**src/rtl/hdmi_sched_pkg.sv**
```systemverilog
// rtl/hdmi_sched_pkg.sv - mode/preamble encodings, period lengths and island FSM state type
package hdmi_sched_pkg;

  localparam logic [2:0] MODE_CTRL   = 3'd0;
  localparam logic [2:0] MODE_VIDEO  = 3'd1;
  localparam logic [2:0] MODE_VGUARD = 3'd2;
  localparam logic [2:0] MODE_ISLAND = 3'd3;
  localparam logic [2:0] MODE_IGUARD = 3'd4;

  // Preamble codes packed as {ctl2, ctl1}
  localparam logic [3:0] PRE_VIDEO  = 4'b0001;
  localparam logic [3:0] PRE_ISLAND = 4'b0101;

  localparam int PREAMBLE_LEN  = 8;
  localparam int GUARD_LEN     = 2;
  localparam int PACKET_LEN    = 32;
  localparam int MIN_CTRL_TAIL = 14;

  typedef enum logic [2:0] {
    DI_IDLE,
    DI_PREAMBLE,
    DI_LEAD_GUARD,
    DI_PACKET,
    DI_TRAIL_GUARD
  } di_state_t;

endpackage

```
**src/rtl/hdmi_period_scheduler_if.sv**
```systemverilog
// rtl/hdmi_period_scheduler_if.sv - scheduler outputs to the TMDS encoders plus packet slot handshake
interface hdmi_period_scheduler_if;
  logic        packet_valid;
  logic        packet_ready;
  logic [11:0] cx;
  logic [10:0] cy;
  logic [2:0]  mode;
  logic [1:0]  ctl0;
  logic [1:0]  ctl1;
  logic [1:0]  ctl2;
  logic [4:0]  di_index;
  logic        di_first;
  logic        frame_start;

  modport master (
    input  packet_valid,
    output packet_ready, cx, cy, mode, ctl0, ctl1, ctl2, di_index, di_first, frame_start
  );

  modport slave (
    output packet_valid,
    input  packet_ready, cx, cy, mode, ctl0, ctl1, ctl2, di_index, di_first, frame_start
  );
endinterface

```
**src/rtl/hdmi_timing_counter.sv**
```systemverilog
// rtl/hdmi_timing_counter.sv - raster position, sync levels and frame_start; exposes next position
module hdmi_timing_counter #(
  parameter int H_ACTIVE  = 1920,
  parameter int H_FRONT   = 88,
  parameter int H_SYNC    = 44,
  parameter int H_BACK    = 148,
  parameter int V_ACTIVE  = 1080,
  parameter int V_FRONT   = 4,
  parameter int V_SYNC    = 5,
  parameter int V_BACK    = 36,
  parameter bit HSYNC_POL = 1'b1,
  parameter bit VSYNC_POL = 1'b1
) (
  input  logic        clk_pixel,
  input  logic        reset,
  output logic [11:0] cx,
  output logic [10:0] cy,
  output logic [11:0] nx_cx,
  output logic [10:0] nx_cy,
  output logic [1:0]  ctl0,
  output logic        frame_start
);
  localparam int H_TOTAL = H_ACTIVE + H_FRONT + H_SYNC + H_BACK;
  localparam int V_TOTAL = V_ACTIVE + V_FRONT + V_SYNC + V_BACK;

  logic last_x, last_y, hs_on, vs_on;

  assign last_x = (cx == 12'(H_TOTAL - 1));
  assign last_y = (cy == 11'(V_TOTAL - 1));
  assign nx_cx  = last_x ? 12'd0 : cx + 12'd1;
  assign nx_cy  = last_x ? (last_y ? 11'd0 : cy + 11'd1) : cy;

  // Sync decoded on the next position so it lands aligned with cx/cy
  assign hs_on = (nx_cx >= 12'(H_ACTIVE + H_FRONT)) && (nx_cx < 12'(H_ACTIVE + H_FRONT + H_SYNC));
  assign vs_on = (nx_cy >= 11'(V_ACTIVE + V_FRONT)) && (nx_cy < 11'(V_ACTIVE + V_FRONT + V_SYNC));

  always_ff @(posedge clk_pixel or posedge reset) begin
    if (reset) begin
      cx          <= 12'd0;
      cy          <= 11'd0;
      ctl0        <= {~VSYNC_POL, ~HSYNC_POL};
      frame_start <= 1'b0;
    end else begin
      cx          <= nx_cx;
      cy          <= nx_cy;
      ctl0        <= {vs_on ? VSYNC_POL : ~VSYNC_POL, hs_on ? HSYNC_POL : ~HSYNC_POL};
      frame_start <= last_x && last_y;
    end
  end
endmodule

```
**src/rtl/hdmi_period_scheduler.sv**
```systemverilog
// rtl/hdmi_period_scheduler.sv - per-pixel HDMI period sequencing; data islands built only with HDMI_DATA_ISLAND_EN
module hdmi_period_scheduler
  import hdmi_sched_pkg::*;
#(
  parameter int H_ACTIVE    = 1920,
  parameter int H_FRONT     = 88,
  parameter int H_SYNC      = 44,
  parameter int H_BACK      = 148,
  parameter int V_ACTIVE    = 1080,
  parameter int V_FRONT     = 4,
  parameter int V_SYNC      = 5,
  parameter int V_BACK      = 36,
  parameter bit HSYNC_POL   = 1'b1,
  parameter bit VSYNC_POL   = 1'b1,
  parameter int MAX_PACKETS = 2
) (
  input logic                     clk_pixel,
  input logic                     reset,
  hdmi_period_scheduler_if.master bus
);
  localparam int H_TOTAL  = H_ACTIVE + H_FRONT + H_SYNC + H_BACK;
  localparam int V_TOTAL  = V_ACTIVE + V_FRONT + V_SYNC + V_BACK;
  localparam int DI_START = H_ACTIVE + 4;

  if (MAX_PACKETS < 1 || MAX_PACKETS > 18) begin : g_bad_max_packets
    $error("MAX_PACKETS must be within 1..18");
  end
  if (DI_START + PREAMBLE_LEN + 2 * GUARD_LEN + PACKET_LEN > H_TOTAL - MIN_CTRL_TAIL) begin : g_bad_fit
    $error("a one-packet data island does not fit in horizontal blanking");
  end

  logic [11:0] nx_cx;
  logic [10:0] nx_cy;
  logic        nx_video, pre_line, nx_vpre, nx_vguard;
  logic [2:0]  vid_mode, nxt_mode;
  logic [3:0]  vid_pre, nxt_pre;
  logic        nxt_ready, nxt_first;
  logic [4:0]  nxt_index;

  hdmi_timing_counter #(
    .H_ACTIVE(H_ACTIVE), .H_FRONT(H_FRONT), .H_SYNC(H_SYNC), .H_BACK(H_BACK),
    .V_ACTIVE(V_ACTIVE), .V_FRONT(V_FRONT), .V_SYNC(V_SYNC), .V_BACK(V_BACK),
    .HSYNC_POL(HSYNC_POL), .VSYNC_POL(VSYNC_POL)
  ) u_timing (
    .clk_pixel   (clk_pixel),
    .reset       (reset),
    .cx          (bus.cx),
    .cy          (bus.cy),
    .nx_cx       (nx_cx),
    .nx_cy       (nx_cy),
    .ctl0        (bus.ctl0),
    .frame_start (bus.frame_start)
  );

  // Everything below is decided for the next pixel and registered alongside cx/cy
  assign nx_video  = (nx_cx < 12'(H_ACTIVE)) && (nx_cy < 11'(V_ACTIVE));
  assign pre_line  = (nx_cy < 11'(V_ACTIVE - 1)) || (nx_cy == 11'(V_TOTAL - 1));
  assign nx_vpre   = pre_line && (nx_cx >= 12'(H_TOTAL - 10)) && (nx_cx <= 12'(H_TOTAL - 3));
  assign nx_vguard = pre_line && (nx_cx >= 12'(H_TOTAL - 2));
  assign vid_mode  = nx_video ? MODE_VIDEO : (nx_vguard ? MODE_VGUARD : MODE_CTRL);
  assign vid_pre   = nx_vpre ? PRE_VIDEO : 4'b0000;

`ifdef HDMI_DATA_ISLAND_EN
  di_state_t  state, nxt_state;
  logic [4:0] cnt, nxt_cnt, pkt_count;
  logic       more_fits, start_pkt;

  // Room for another packet plus trailing guard before the mandatory control tail
  assign more_fits = int'(bus.cx) + 1 + PACKET_LEN + GUARD_LEN <= H_TOTAL - MIN_CTRL_TAIL;

  always_comb begin
    nxt_state = state;
    nxt_cnt   = cnt + 5'd1;
    case (state)
      DI_IDLE: begin
        nxt_cnt = 5'd0;
        if (nx_cx == 12'(DI_START) && bus.packet_valid) nxt_state = DI_PREAMBLE;
      end
      DI_PREAMBLE: if (cnt == 5'(PREAMBLE_LEN - 1)) begin
        nxt_state = DI_LEAD_GUARD;
        nxt_cnt   = 5'd0;
      end
      DI_LEAD_GUARD: if (cnt == 5'(GUARD_LEN - 1)) begin
        nxt_state = DI_PACKET;
        nxt_cnt   = 5'd0;
      end
      DI_PACKET: if (cnt == 5'(PACKET_LEN - 1)) begin
        nxt_cnt = 5'd0;
        if (!(bus.packet_valid && int'(pkt_count) < MAX_PACKETS && more_fits))
          nxt_state = DI_TRAIL_GUARD;
      end
      DI_TRAIL_GUARD: if (cnt == 5'(GUARD_LEN - 1)) begin
        nxt_state = DI_IDLE;
        nxt_cnt   = 5'd0;
      end
      default: begin
        nxt_state = DI_IDLE;
        nxt_cnt   = 5'd0;
      end
    endcase
  end

  assign start_pkt = (nxt_state == DI_PACKET) && (nxt_cnt == 5'd0);

  always_ff @(posedge clk_pixel or posedge reset) begin
    if (reset) begin
      state     <= DI_IDLE;
      cnt       <= 5'd0;
      pkt_count <= 5'd0;
    end else begin
      state <= nxt_state;
      cnt   <= nxt_cnt;
      if (nx_cx == 12'd0) pkt_count <= 5'd0;
      else if (start_pkt) pkt_count <= pkt_count + 5'd1;
    end
  end

  always_comb begin
    nxt_mode = vid_mode;
    nxt_pre  = vid_pre;
    case (nxt_state)
      DI_PREAMBLE: begin
        nxt_mode = MODE_CTRL;
        nxt_pre  = PRE_ISLAND;
      end
      DI_LEAD_GUARD, DI_TRAIL_GUARD: begin
        nxt_mode = MODE_IGUARD;
        nxt_pre  = 4'b0000;
      end
      DI_PACKET: begin
        nxt_mode = MODE_ISLAND;
        nxt_pre  = 4'b0000;
      end
      default: ;
    endcase
  end

  assign nxt_ready = start_pkt;
  assign nxt_first = start_pkt && (pkt_count == 5'd0);
  assign nxt_index = (nxt_state == DI_PACKET) ? nxt_cnt : 5'd0;
`else
  logic unused_packet_valid;
  assign unused_packet_valid = bus.packet_valid;
  assign nxt_mode  = vid_mode;
  assign nxt_pre   = vid_pre;
  assign nxt_ready = 1'b0;
  assign nxt_first = 1'b0;
  assign nxt_index = 5'd0;
`endif

  always_ff @(posedge clk_pixel or posedge reset) begin
    if (reset) begin
      bus.mode         <= MODE_CTRL;
      bus.ctl1         <= 2'b00;
      bus.ctl2         <= 2'b00;
      bus.packet_ready <= 1'b0;
      bus.di_index     <= 5'd0;
      bus.di_first     <= 1'b0;
    end else begin
      bus.mode         <= nxt_mode;
      bus.ctl1         <= nxt_pre[1:0];
      bus.ctl2         <= nxt_pre[3:2];
      bus.packet_ready <= nxt_ready;
      bus.di_index     <= nxt_index;
      bus.di_first     <= nxt_first;
    end
  end
endmodule

```
**src/flat_wrapper.sv**
```systemverilog
// flat-port wrapper written by rule: the top's interface ports become plain ports
module hdmi_period_scheduler_flat import hdmi_sched_pkg::*;
#(
  parameter int H_ACTIVE    = 1920,
  parameter int H_FRONT     = 88,
  parameter int H_SYNC      = 44,
  parameter int H_BACK      = 148,
  parameter int V_ACTIVE    = 1080,
  parameter int V_FRONT     = 4,
  parameter int V_SYNC      = 5,
  parameter int V_BACK      = 36,
  parameter bit HSYNC_POL   = 1'b1,
  parameter bit VSYNC_POL   = 1'b1,
  parameter int MAX_PACKETS = 2
)
  (clk_pixel, reset, bus_packet_valid, bus_packet_ready, bus_cx, bus_cy, bus_mode, bus_ctl0, bus_ctl1, bus_ctl2, bus_di_index, bus_di_first, bus_frame_start);
  hdmi_period_scheduler_if bus_i ();
  input logic clk_pixel;
  input logic reset;
  input wire logic [$bits(bus_i.packet_valid)-1:0] bus_packet_valid;
  output wire logic [$bits(bus_i.packet_ready)-1:0] bus_packet_ready;
  output wire logic [$bits(bus_i.cx)-1:0] bus_cx;
  output wire logic [$bits(bus_i.cy)-1:0] bus_cy;
  output wire logic [$bits(bus_i.mode)-1:0] bus_mode;
  output wire logic [$bits(bus_i.ctl0)-1:0] bus_ctl0;
  output wire logic [$bits(bus_i.ctl1)-1:0] bus_ctl1;
  output wire logic [$bits(bus_i.ctl2)-1:0] bus_ctl2;
  output wire logic [$bits(bus_i.di_index)-1:0] bus_di_index;
  output wire logic [$bits(bus_i.di_first)-1:0] bus_di_first;
  output wire logic [$bits(bus_i.frame_start)-1:0] bus_frame_start;
  assign bus_i.packet_valid = bus_packet_valid;
  assign bus_packet_ready = bus_i.packet_ready;
  assign bus_cx = bus_i.cx;
  assign bus_cy = bus_i.cy;
  assign bus_mode = bus_i.mode;
  assign bus_ctl0 = bus_i.ctl0;
  assign bus_ctl1 = bus_i.ctl1;
  assign bus_ctl2 = bus_i.ctl2;
  assign bus_di_index = bus_i.di_index;
  assign bus_di_first = bus_i.di_first;
  assign bus_frame_start = bus_i.frame_start;
  hdmi_period_scheduler #(.H_ACTIVE(H_ACTIVE), .H_FRONT(H_FRONT), .H_SYNC(H_SYNC), .H_BACK(H_BACK), .V_ACTIVE(V_ACTIVE), .V_FRONT(V_FRONT), .V_SYNC(V_SYNC), .V_BACK(V_BACK), .HSYNC_POL(HSYNC_POL), .VSYNC_POL(VSYNC_POL), .MAX_PACKETS(MAX_PACKETS)) u_core (.clk_pixel(clk_pixel), .reset(reset), .bus(bus_i));
endmodule
```
**config.mk**
```make
export PLATFORM = sky130hd
export DESIGN_NAME = hdmi_period_scheduler_flat
export DESIGN_NICKNAME = d
export VERILOG_FILES = /design/src/rtl/hdmi_sched_pkg.sv /design/src/rtl/hdmi_period_scheduler_if.sv /design/src/rtl/hdmi_timing_counter.sv /design/src/rtl/hdmi_period_scheduler.sv /design/src/flat_wrapper.sv
export SDC_FILE = /design/constraint.sdc
export NUM_CORES = 1
export LEC_CHECK = 0
export CAP_MARGIN = 15
export CELL_PAD_IN_SITES_DETAIL_PLACEMENT = 1
export CELL_PAD_IN_SITES_GLOBAL_PLACEMENT = 1
export CORE_UTILIZATION = 42
export CTS_BUF_LIST = sky130_fd_sc_hd__clkbuf_4
export CTS_CLUSTER_SIZE = 40
export DETAILED_ROUTE_END_ITERATION = 16
export PLACE_DENSITY = 0.88
export SKIP_CTS_REPAIR_TIMING = 1
export SLEW_MARGIN = 20
export SYNTH_ARGS = -nofsm -noshare
export SYNTH_HDL_FRONTEND = slang
export SYNTH_SLANG_ARGS = --single-unit
```
**constraint.sdc**
```tcl
create_clock -name clk_pixel -period 4.5 [get_ports clk_pixel]
set_input_delay 0.9 -clock clk_pixel [delete_from_list [all_inputs] [get_ports clk_pixel]]
set_output_delay 0.9 -clock clk_pixel [all_outputs]
set_load 0.05 [all_outputs]
```
Yosys cells after proc, flatten, opt, wreduce, memory -nomap -nowiden
Cells that the tools add are included.

storage, ports and cells
  flip-flop bits (word level) = 33
  bits of input ports = 3
  word-level logic and storage cells = 38

operators by class
  $add $sub $neg = 2
  order comparisons = 10
  equality and inequality tests = 3
  muxes and demuxes = 8
  reduce and logical (&&, ||, !) cells = 8

operator list
  kind                     number
  $lt A11 B11 Y1 const B   3
  $ge A12 B12 Y1 const B   2
  $eq A11 B11 Y1 const B   2
  $mux W11                 2
  $add A12 B1 Y12 const B  1
  $eq A12 B12 Y1 const B   1
  $ge A12 B11 Y1 const B   1
  $le A12 B12 Y1 const B   1
  $lt A12 B11 Y1 const B   1
  $lt A12 B12 Y1 const B   1
  $mux W12                 1
  $add A11 B1 Y11 const B  1
  $ge A11 B11 Y1 const B   1
  $logic_and A1 B1 Y1      7
  $mux W1                  3
  $mux W3                  1
  $mux W2                  1
  $logic_or A1 B1 Y1       1

Longest topological paths before layout
  depth in word-level cells = 8
  depth in mapped cells = 11
  gate-level depth less buffers = 9

Modules after synthesis
From an unflattened synthesis, not the netlist that was laid out.

second synthesis, totals
  cell total of the unflattened synthesis = 201
  area, all modules = 1855.5 um^2

modules (own cells, without submodules)
  module                 instances  cells each  area an instance (um^2)  seq. area each (um^2)
  hdmi_timing_counter    1          160         1519.0                   650.6
  hdmi_period_scheduler  1          41          336.6                    75.1

Worst setup path before layout
Ideal clock, no wire load.

  path type = flip-flop to flip-flop
  from = reg u_core.u_timing.cx[0]
  to = reg u_core.bus.ctl1[0]
  arrival = 2.981 ns
  required time = 4.413 ns
  path slack = 1.432 ns
  stages on the path, launching flop included = 10
  cell sequence = dfrtp_1 ha_1 buf_2 and4bb_1 and4_1 a41o_1 o21ai_1 or4b_1 or4b_4 a211oi_2

between the ends
  longest elaborated chain between the ends = 7

RTL lines
  item                                              RTL line                        source
  start: declaration                                hdmi_timing_counter.sv:16       output logic [11:0] cx,
  start signal: assignment                          hdmi_timing_counter.sv:44       cx <= nx_cx;
  $eq A12 B12 Y1 *                                  hdmi_timing_counter.sv:28       assign last_x = (cx == 12'(H_TOTAL - 1));
  $mux W11 *                                        hdmi_timing_counter.sv:31       assign nx_cy = last_x ? (last_y ? 11'd0 : cy + 11'd1) : cy;
  named net u_core.nx_cy[3]                         hdmi_period_scheduler.sv:33     logic [10:0] nx_cy;
  $lt A11 B11 Y1 or $eq A11 B11 Y1 (tied branches)  hdmi_period_scheduler.sv:57     assign pre_line = (nx_cy < 11'(V_ACTIVE - 1)) || (nx_cy == 11'(V_TOTAL - 1));
  $logic_or A1 B1 Y1 *                              hdmi_period_scheduler.sv:57
  $logic_and A1 B1 Y1 * (2 in series)               hdmi_period_scheduler.sv:58     assign nx_vpre = pre_line && (nx_cx >= 12'(H_TOTAL - 10)) && (nx_cx <= 12'(H_TOTAL - 3));
  named net u_core.nx_vpre                          hdmi_period_scheduler.sv:34     logic nx_video, pre_line, nx_vpre, nx_vguard;
  $mux W1 *                                         hdmi_period_scheduler.sv:61     assign vid_pre = nx_vpre ? PRE_VIDEO : 4'b0000;
  end signal: assignment                            hdmi_period_scheduler.sv:161    bus.ctl1 <= nxt_pre[1:0];
  end: declaration                                  hdmi_period_scheduler_if.sv:17  output packet_ready, cx, cy, mode, ctl0, ctl1, ctl2, di_index, di_first, frame_start

Mark *: on every way through the listed nets, which the timed path passes. The rest lies on a longest branch.

Worst setup path in the final report
  from = reg u_core.u_timing.cx[1]
  to = reg u_core.bus.ctl1[0]

The elaborated chain is that of the path after synthesis.

==> impl_metrics.ini <==
[floorplan]
fp.dieW_um = 69.6
ios = 43
core_area_um2 = 4380
die_h_um = 69.6
start_util = 0.438
die-area_um2 = 4840
fp-row-count = 24

[sta]
setup_tns_ns = 0
slew_headroom = 0.523
clock_skew_ns = 0.0111
slew_violations = 0
min_period_ns = 3.40
clock.fmax_mhz = 294
worstMarginPinSlew_ns = 0.714
period_share = 0.756
finalSetupViolations = 0
rsz0062_at_grt = false
hold_violations = 0
layout_setup_ws_ns = 1.10

[global_routing]
grt_max_degree = 18
grt_util_all_layers = 0.228
antenna_found_initial = 0
grt_pass1_wl_mm = 8.64
first_global_vias = 1727
globalRouteOverflowTotal = 0

[clock_network]
cts_tree = done
cts_root_buffer = clkbuf_4
clockBufferDepth = 2
clk_pin_slew_ns = 0.10
h-tree-depth = 2
clk_latency_ns = 0.34
cts.sink_count = 29
cts_buffers = 5

[layout]
diodes = 0
layout.nets = 250
final_cell_mix = clkdlybuf4s50_1 (30), dfrtp_1 (29), nor2_1 (18), nand3_1 (16)
area_growth_pct = 18.3
post_route_cells_drive_above_1_share = 0.0656
fin_area_um2 = 2270
layout_commonest_cell = clkdlybuf4s50_1
stdcell_count = 296

[pwr]
power.internal_mw = 0.383
switchingPower_mw = 0.123
p_sw_frac = 0.243
power.density_nw_per_um2 = 223
p_clk_frac = 0.433
ir_drop_mv = 0.164
power.total_mw = 0.507
power_frac_seq = 0.514
p_comb_frac = 0.053
p_leak_nw = 0.966

[detailed_routing]
routedWlPerCell_um = 17.2
ant_nets = 0
vias_per_cell = 5.73
drcViolationCount = 0
wl_mm = 5.09
drtPass1Iterations = 4
drt-initial-drc-count = 83
vias = 1696

[placement]
dp_cells = 288
globalplace.congestion = 0.845
dp_slack_ns = 1.10
hpwl_mm = 3.77
place.port_buffers = 30
placed_area_um2 = 2190

[worst_setup_path]
crit_family = simple AND/OR/NAND/NOR gates
cpMaxStageDelayCell = or4b_1
cp_max_fo = 11
r2r_cells = 8
reg2reg_to = u_core.bus.ctl1[0]$_DFF_PP0_
critPathKind = flip-flop to flip-flop
cp.required_ns = 4.76
cpPeakStageDelay_ns = 0.61
cp-end-kind = flip-flop
crit_arrival_ns = 3.66
path_cells = ha_1, and3b_1, nand4_1, nor2_1, xor2_1, or4b_1, or4b_4, a211oi_2
r2r_setup_slack_ns = 1.10
critPathBufInv = 0
r2r-start = u_core.u_timing.cx[1]$_DFF_PP0_
critPathLaunchType = flip-flop

[synth]
synth_area_um2 = 1920
synth-edff-count = 0
synthSimpleGateAreaFrac = 0.280
syn_inst = 216
seq_area_frac_synth = 0.378
synth_adder_area_share = 0.0261
synth_xor_xnor_area_share = 0.0684
yosysWarnings = 0
ys_seq_elements = 29
synth_area_per_cell_um2 = 8.89
muxShareOfSynthArea = 0.0163
synth.distinct_cells = 55
postSynth.asyncResetShare = 1.00
synth_top_family_by_area = simple AND/OR/NAND/NOR gates
ys.flop_type = dfrtp_1
synth_compound_area_frac = 0.130

[worst_hold_path]
min_to = u_core.u_timing.cx[10]$_DFF_PP0_
hold_class = flip-flop to flip-flop
whs_path_depth = 1
hp-start = u_core.u_timing.cx[10]$_DFF_PP0_

[status]
status = finished, final reports clean

[run]
maxCapViolCount = 0
==> metal layers <==
layer  GRT usage  part of all wire
met5           0                 0
met4      0.0862             0.018
met3      0.0422             0.028
met2       0.407              0.52
met1       0.270              0.43
==> worst reg2reg max path: cells and delay by family (launching register included) <==
| kind | cells | cell delay [ns] |
|---|---|---|
| adders and majority gates | 1 | 0.41 |
| AOI/OAI and AO/OA | 1 | 0.23 |
| and+or+nand+nor | 5 | 2.08 |
| xor gates and xnor gates | 1 | 0.12 |
| DFF | 1 | 0.50 |
==> stage by stage <==
| stage | hold WS (ns) | util |
|---|---|---|
| 2_1_floorplan | 0.807 | - |
| 3_3_place_gp | 0.568 | 0.500 |
| 3_5_place_dp | 0.576 | 0.500 |
| 4_1_cts | 0.589 | 0.518 |
| 5_1_grt | 0.631 | 0.518 |
| 6_report | 0.590 | 0.518 |
==> state kept, by name, summed over array words and instances (netlist names) <==
name and count:
u_core.u_timing.frame_start 1, u_core.u_timing.cy 11, u_core.u_timing.cx 12, u_core.bus.ctl1 1, u_core.bus.mode 2, u_core.u_timing.ctl0 2
==> power groups by stage <==
stage / registers [mW] / logic [mW] / clock network (mW)
after global routing: 0.260 / 0.0286 / 0.235
after floorplan: 0.266 / 0.0312 / 0
after CTS: 0.260 / 0.0271 / 0.224
after global placement: 0.266 / 0.0270 / 0
final: 0.260 / 0.0269 / 0.219
after detailed placement: 0.266 / 0.0271 / 0
==> synthesized netlist by cell type (2+ instances only) <==
| library cell | count | area (um2) |
|---|---|---|
| a21o_1 | 2 | 15.0 |
| a21oi_1 | 6 | 30.0 |
| a31oi_1 | 2 | 12.5 |
| and2_1 | 2 | 12.5 |
| and3_1 | 3 | 18.8 |
| and3b_1 | 2 | 17.5 |
| and4_1 | 4 | 35.0 |
| buf_2 | 6 | 30.0 |
| buf_4 | 12 | 90.1 |
| clkbuf_1 | 2 | 7.51 |
| dfrtp_1 | 29 | 726 |
| ha_1 | 4 | 50.1 |
| inv_1 | 14 | 52.6 |
| mux2i_1 | 2 | 20.0 |
| nand2_1 | 11 | 41.3 |
| nand2b_1 | 2 | 12.5 |
| nand3_1 | 16 | 80.1 |
| nand4_1 | 7 | 43.8 |
| nor2_1 | 18 | 67.6 |
| nor3_1 | 5 | 25.0 |
| nor4_1 | 3 | 18.8 |
| nor4b_1 | 2 | 17.5 |
| o21ai_0 | 14 | 70.1 |
| or3_1 | 3 | 18.8 |
| or4_1 | 2 | 15.0 |
| xnor2_1 | 4 | 35.0 |
| xor2_1 | 11 | 96.3 |
==> kinds of logic after synthesis <==
logic type               Yosys count
AND/OR/NAND/NOR                   91
multiplexers                       3
adder cells (fa/ha/maj)            4
other                              1
XOR/XNOR                          15
buffers and inverters             35
flip-flops                        29
AO/OA/AOI/OAI                     38
==> final cells by class <==
class                      instances  area, um2
multi-input combinational        162       1040
inverter                          14       52.6
tap                               52       65.1
clock inverter                     2       33.8
timing repair buffer              31        308
fill                             520       2110
sequential                        29        726
clock buffer                       6       45.0
==> how the worst max path moves through the flow <==
stage / cells after the start / startpoint / end
global route: 8 / u_core.u_timing.cx[0]$_DFF_PP0_ / u_core.bus.ctl1[0]$_DFF_PP0_
finish: 8 / u_core.u_timing.cx[1]$_DFF_PP0_ / u_core.bus.ctl1[0]$_DFF_PP0_
detailed placement: 8 / u_core.u_timing.cx[1]$_DFF_PP0_ / u_core.bus.ctl1[0]$_DFF_PP0_
global placement: 8 / u_core.u_timing.cx[0]$_DFF_PP0_ / u_core.bus.ctl1[0]$_DFF_PP0_
CTS: 8 / u_core.u_timing.cx[1]$_DFF_PP0_ / u_core.bus.ctl1[0]$_DFF_PP0_
floorplan: 9 / u_core.u_timing.cx[0]$_DFF_PP0_ / u_core.bus.ctl1[0]$_DFF_PP0_
Power figures use the tool's default switching activity.
